<file path="src/rtl/ufm_arbiter.sv">
// Two-port round-robin arbiter in front of an Avalon-MM UFM (port 0 = boot loader, port 1 = CSR host).
// Optional watchdog/err port enabled by defining UFM_ARB_TIMEOUT_EN.
module ufm_arbiter (
    input  logic        clk,
    input  logic        rst,
    input  logic [15:0] m0_addr,
    input  logic        m0_read,
    input  logic        m0_write,
    input  logic [31:0] m0_wdata,
    output logic [31:0] m0_rdata,
    output logic        m0_ack,
    input  logic [15:0] m1_addr,
    input  logic        m1_read,
    input  logic        m1_write,
    input  logic [31:0] m1_wdata,
    output logic [31:0] m1_rdata,
    output logic        m1_ack,
    output logic [15:0] ufm_addr,
    output logic [31:0] ufm_wdata,
    output logic        ufm_read,
    output logic        ufm_write,
    input  logic        ufm_waitrequest,
    input  logic [31:0] ufm_rdata,
    input  logic        ufm_rdvalid,
    output logic        busy
`ifdef UFM_ARB_TIMEOUT_EN
    ,
    output logic        err
`endif
);

    typedef enum logic [1:0] {IDLE, CMD, RDWAIT, ACK} state_t;

    state_t      state_q, state_d;
    logic        prio_q, prio_d;
    logic        gnt_q, gnt_d;
    logic        is_read_q, is_read_d;
    logic [15:0] addr_q, addr_d;
    logic [31:0] wdata_q, wdata_d;
    logic        ufm_read_q, ufm_read_d;
    logic        ufm_write_q, ufm_write_d;
    logic [31:0] rdata_q [2];
    logic        cap_en;
    logic [31:0] cap_data;
    logic        win;

    logic [1:0]  req;
    logic [1:0]  rd_req;
    logic [1:0]  ack_vec;
    logic [15:0] addr_in  [2];
    logic [31:0] wdata_in [2];

`ifdef UFM_ARB_TIMEOUT_EN
    logic [7:0]  wd_q, wd_d;
    logic        err_q, err_d;
`endif

    assign req      = {m1_read | m1_write, m0_read | m0_write};
    assign rd_req   = {m1_read, m0_read};
    assign addr_in  = '{m0_addr, m1_addr};
    assign wdata_in = '{m0_wdata, m1_wdata};

    // prio_q names the port that wins a tie; a lone requester always wins.
    assign win = (req == 2'b11) ? prio_q : req[1];

    always_comb begin
        state_d     = state_q;
        prio_d      = prio_q;
        gnt_d       = gnt_q;
        is_read_d   = is_read_q;
        addr_d      = addr_q;
        wdata_d     = wdata_q;
        ufm_read_d  = ufm_read_q;
        ufm_write_d = ufm_write_q;
        cap_en      = 1'b0;
        cap_data    = ufm_rdata;
`ifdef UFM_ARB_TIMEOUT_EN
        wd_d        = wd_q;
        err_d       = err_q;
`endif
        case (state_q)
            IDLE: begin
                if (req != 2'b00) begin
                    state_d     = CMD;
                    gnt_d       = win;
                    prio_d      = ~win;
                    is_read_d   = rd_req[win];
                    addr_d      = addr_in[win];
                    wdata_d     = wdata_in[win];
                    ufm_read_d  = rd_req[win];
                    ufm_write_d = ~rd_req[win];
`ifdef UFM_ARB_TIMEOUT_EN
                    wd_d        = 8'd0;
`endif
                end
            end
            CMD: begin
                if (!ufm_waitrequest) begin
                    state_d     = is_read_q ? RDWAIT : ACK;
                    ufm_read_d  = 1'b0;
                    ufm_write_d = 1'b0;
                end
            end
            RDWAIT: begin
                if (ufm_rdvalid) begin
                    state_d = ACK;
                    cap_en  = 1'b1;
                end
            end
            default: state_d = IDLE;
        endcase
`ifdef UFM_ARB_TIMEOUT_EN
        // Watchdog overrides the normal CMD/RDWAIT exits once it saturates.
        if (state_q == CMD || state_q == RDWAIT) begin
            if (wd_q == 8'hFF) begin
                state_d     = ACK;
                ufm_read_d  = 1'b0;
                ufm_write_d = 1'b0;
                cap_en      = 1'b1;
                cap_data    = 32'hFFFF_FFFF;
                err_d       = 1'b1;
            end else begin
                wd_d = wd_q + 8'd1;
            end
        end
`endif
    end

    always_ff @(posedge clk) begin
        if (rst) begin
            state_q     <= IDLE;
            prio_q      <= 1'b0;
            gnt_q       <= 1'b0;
            is_read_q   <= 1'b0;
            addr_q      <= 16'd0;
            wdata_q     <= 32'd0;
            ufm_read_q  <= 1'b0;
            ufm_write_q <= 1'b0;
`ifdef UFM_ARB_TIMEOUT_EN
            wd_q        <= 8'd0;
            err_q       <= 1'b0;
`endif
        end else begin
            state_q     <= state_d;
            prio_q      <= prio_d;
            gnt_q       <= gnt_d;
            is_read_q   <= is_read_d;
            addr_q      <= addr_d;
            wdata_q     <= wdata_d;
            ufm_read_q  <= ufm_read_d;
            ufm_write_q <= ufm_write_d;
`ifdef UFM_ARB_TIMEOUT_EN
            wd_q        <= wd_d;
            err_q       <= err_d;
`endif
        end
    end

    generate
        for (genvar gi = 0; gi < 2; gi++) begin : g_port
            always_ff @(posedge clk) begin
                if (rst) begin
                    rdata_q[gi] <= 32'd0;
                end else if (cap_en && gnt_q == 1'(gi)) begin
                    rdata_q[gi] <= cap_data;
                end
            end
            assign ack_vec[gi] = (state_q == ACK) && (gnt_q == 1'(gi));
        end
    endgenerate

    assign m0_rdata  = rdata_q[0];
    assign m1_rdata  = rdata_q[1];
    assign m0_ack    = ack_vec[0];
    assign m1_ack    = ack_vec[1];
    assign ufm_addr  = addr_q;
    assign ufm_wdata = wdata_q;
    assign ufm_read  = ufm_read_q;
    assign ufm_write = ufm_write_q;
    assign busy      = (state_q != IDLE);
`ifdef UFM_ARB_TIMEOUT_EN
    assign err       = err_q;
`endif

endmodule

</file>
<file path="config.mk">
export PLATFORM = sky130hd
export DESIGN_NAME = ufm_arbiter
export DESIGN_NICKNAME = d
export VERILOG_FILES = /design/src/rtl/ufm_arbiter.sv
export SDC_FILE = /design/constraint.sdc
export NUM_CORES = 1
export LEC_CHECK = 0
export CAP_MARGIN = 0
export CORE_ASPECT_RATIO = 2
export CORE_UTILIZATION = 43
export CTS_BUF_LIST = sky130_fd_sc_hd__clkbuf_8
export DETAILED_ROUTE_END_ITERATION = 10
export HOLD_SLACK_MARGIN = 0.08
export PLACE_DENSITY = 0.85
export SLEW_MARGIN = 20
export SYNTH_ARGS = -nofsm -noshare
export SYNTH_HDL_FRONTEND = slang
export SYNTH_SLANG_ARGS = --single-unit
</file>
<file path="constraint.sdc">
create_clock -name clk -period 7.6 [get_ports clk]
set_input_delay 1.52 -clock clk [delete_from_list [all_inputs] [get_ports clk]]
set_output_delay 1.52 -clock clk [all_outputs]
set_load 0.05 [all_outputs]
</file>
==> metrics <==
Rows 53; synthesized flop and latch total 119; Psw 1.04 mW; Fmax 274 MHz; Synth cell types 32; Worst VDD drop 0.199 mV; Crit. End Element primary output; antenna-violating nets left 0; CP most frequent cell inv_1; share of post-route cells with drive strength above 1 5.96%; crit path max fanout 7; CP max-delay cell clkdlybuf4s50_1; fin crit share 48.0%; Overflow after GRT 0; unrepaired setup endpoints after global routing no; Clock Sinks 119; count of input and output buffers 252; Seq/Total Area, Yosys 65.2%; Net Sw Frac 41.2%; Worst EP required 6080 ps; CTS root buf clkbuf_8; antenna violations before repair 0; R2R setup slack 5600 ps; Clk Latency, worst-skew pair 410 ps; n_diodes 0; clock skew 8.09 ps; Fin. Hold Viols 0; Nets 799; Post-Syn Instances 402; Pwr Total 2.52 mW; Post-Route WL 13,100 µm; post-CTS sizing 0; Worst Path Buf+Inv 3; CTS Hold Bufs 0; Syn Nets 543; post-synthesis cell area 0.00464 mm²; Clock Path Buffers 2; Synth Area per Inst 11.5 µm²; number of synthesized flops with an enable pin 64; ys flop type edfxtp_1; filler cell count 756; P_leak 3.08 nW; crit path kind reg -> out; Die Width 75.4 µm; clock slew at reported path FFs 60 ps; htree depth 4; drt drc 0; setup TNS 0 ps; DPL Wire Length 10,000 µm; Placer Congestion 0.897; worst path arrival time 2120 ps; Comb pwr share 44.2%; asr flop ratio synth 0%; internal power 1.48 mW; Syn. warnings 0; cts bufs inserted 17; core box area 0.0105 mm²; CTS tree yes; initial core utilization 44.3%; HP Class reg -> reg; DRT Pass-1 Iters 5; CP cell instances inv_1 -> ha_1 -> inv_1 -> clkdlybuf4s50_1; vias per std cell 4.98; postcts setup bufs 0; die footprint 0.0112 mm²; Pwr Density 329 mW/mm²; Crit path largest cell delay 800 ps; IO Pins 253; Startpoint Class flop; Slew @ Worst Pin 573 ps; Die H 149 µm; first-pass GRT wire length 19,800 µm; status finished, final reports clean; Max-Slew Margin vs Limit 61.7%; Tmin final 3640 ps; P&R area growth vs syn 64.7%; CP top delay family buffers and inverters; Final Slew Violations 0; count of final setup violators 0; sequential power share 35.7%; Max Cap Viol 0; vias in the first global route 4,196; post-DR wirelength/cell 16.2 µm; Total GRT Usage 24.3%; Clock Power Share 20.1%; DRT iter0 DRCs 218; vias post-DR 4,020; largest net degree at the start of global routing 49
## routing by layer
metal	vias to the layer above	part of all wire, %	GRT usage, %
met2	208	57	45.0
met3	38	7.7	8.85
met5	-	0	0
met1	1865	31	21.7
met4	0	4.1	12.3
li1	1909	-	-
## synthesized netlist by cell type, types with 3 or more instances
library cell / n / area [µm²]
clkbuf_1: 11 / 41.3
nand2_1: 98 / 368
nand2b_1: 3 / 18.8
ha_1: 5 / 62.6
a22oi_1: 49 / 368
and2_1: 65 / 407
nor2_1: 7 / 26.3
buf_2: 6 / 30.0
dfxtp_1: 55 / 1100
buf_6: 3 / 33.8
inv_1: 6 / 22.5
edfxtp_1: 64 / 1920
a21oi_1: 3 / 15.0
## placed cells by master, fill, tap and decap left out, drive strengths merged
cell	netlist	layout
a21oi	3	3
a222oi	1	1
a22o	2	2
a22oi	49	49
a31oi	1	1
and2	65	65
and2b	1	1
and3b	1	1
buf	11	7
bufinv	0	1
clkbuf	11	20
clkdlybuf4s50	0	252
clkinv	0	8
clkinvlp	0	1
dfxtp	55	55
edfxtp	64	64
ha	5	5
inv	6	8
mux2	1	1
mux2i	2	2
nand2	98	98
nand2b	3	3
nand3	1	1
nor2	7	7
nor2b	2	2
nor3	3	3
nor4	1	1
o21a	2	2
o21ai	2	2
o21bai	2	2
o2bb2ai	1	1
o41ai	1	1
or3	1	1
## cell type report
cell class / count / area (µm²) / share of cell area [%]
sequential: 119 / 3020 / 39.6
timing repair buffer: 259 / 2570 / 33.7
multi-input combinational: 255 / 1490 / 19.5
clock buffer: 20 / 275 / 3.60
tap: 137 / 171 / 2.24
clock inverter: 12 / 86.3 / 1.13
inverter: 6 / 22.5 / 0.295
## sequential cells by signal, summed over array words and instances, names as in the netlist
name	cells
rdata_q	64
is_read_q	1
state_q	2
ufm_addr	16
gnt_q	1
ufm_wdata	32
ufm_write	1
prio_q	1
ufm_read	1
## stage by stage
stage	worst slack [ps]	hold slack (ps)	cells	instance area, µm²	utilization, %
global route	3850	453	808	7640	72.9
detailed placement	4180	429	776	7280	69.5
global placement	4250	424	776	7280	69.5
CTS	3920	437	808	7640	72.9
finish	3960	435	808	7640	72.9
floorplan	4070	536	402	4640	-
## final timing paths
kind | from | end | depth (start not counted)
worst max-delay path | state_q[0] | busy | 4
worst min-delay path | ufm_wdata[19] | ufm_wdata[19] | 2
worst min register to register | ufm_wdata[19] | ufm_wdata[19] | 2
worst max register to register | state_q[1] | ufm_addr[15] | 7
## worst reg2reg max path, stage by stage (launching register included)
cell and delay (ps):
dfxtp_1 360, inv_1 100, ha_1 360, o21a_1 220, and3b_1 160, buf_4 410
a22oi_1 230, nand2_1 100
## power groups by stage
stage               Sequential [mW]  Clock (mW)  Combinational [mW]
floorplan                      1.37           0               0.241
global placement              0.903           0                1.09
detailed placement            0.910           0                1.11
CTS                           0.899       0.520                1.12
global route                  0.913       0.547                1.16
finish                        0.897       0.507                1.11
## cells by family (layout without fill, tap and decap cells)
family          Yosys count  in the layout  synth area share [%]
buf+inv                  28            297                  3.08
compound gates           64             64                  10.6
mux                       3              3                 0.674
fa+ha+maj                 5              5                  1.35
flops                   119            119                  65.2
simple gates            183            183                  19.1
Note: power is estimated with default switching activity, not from simulation.
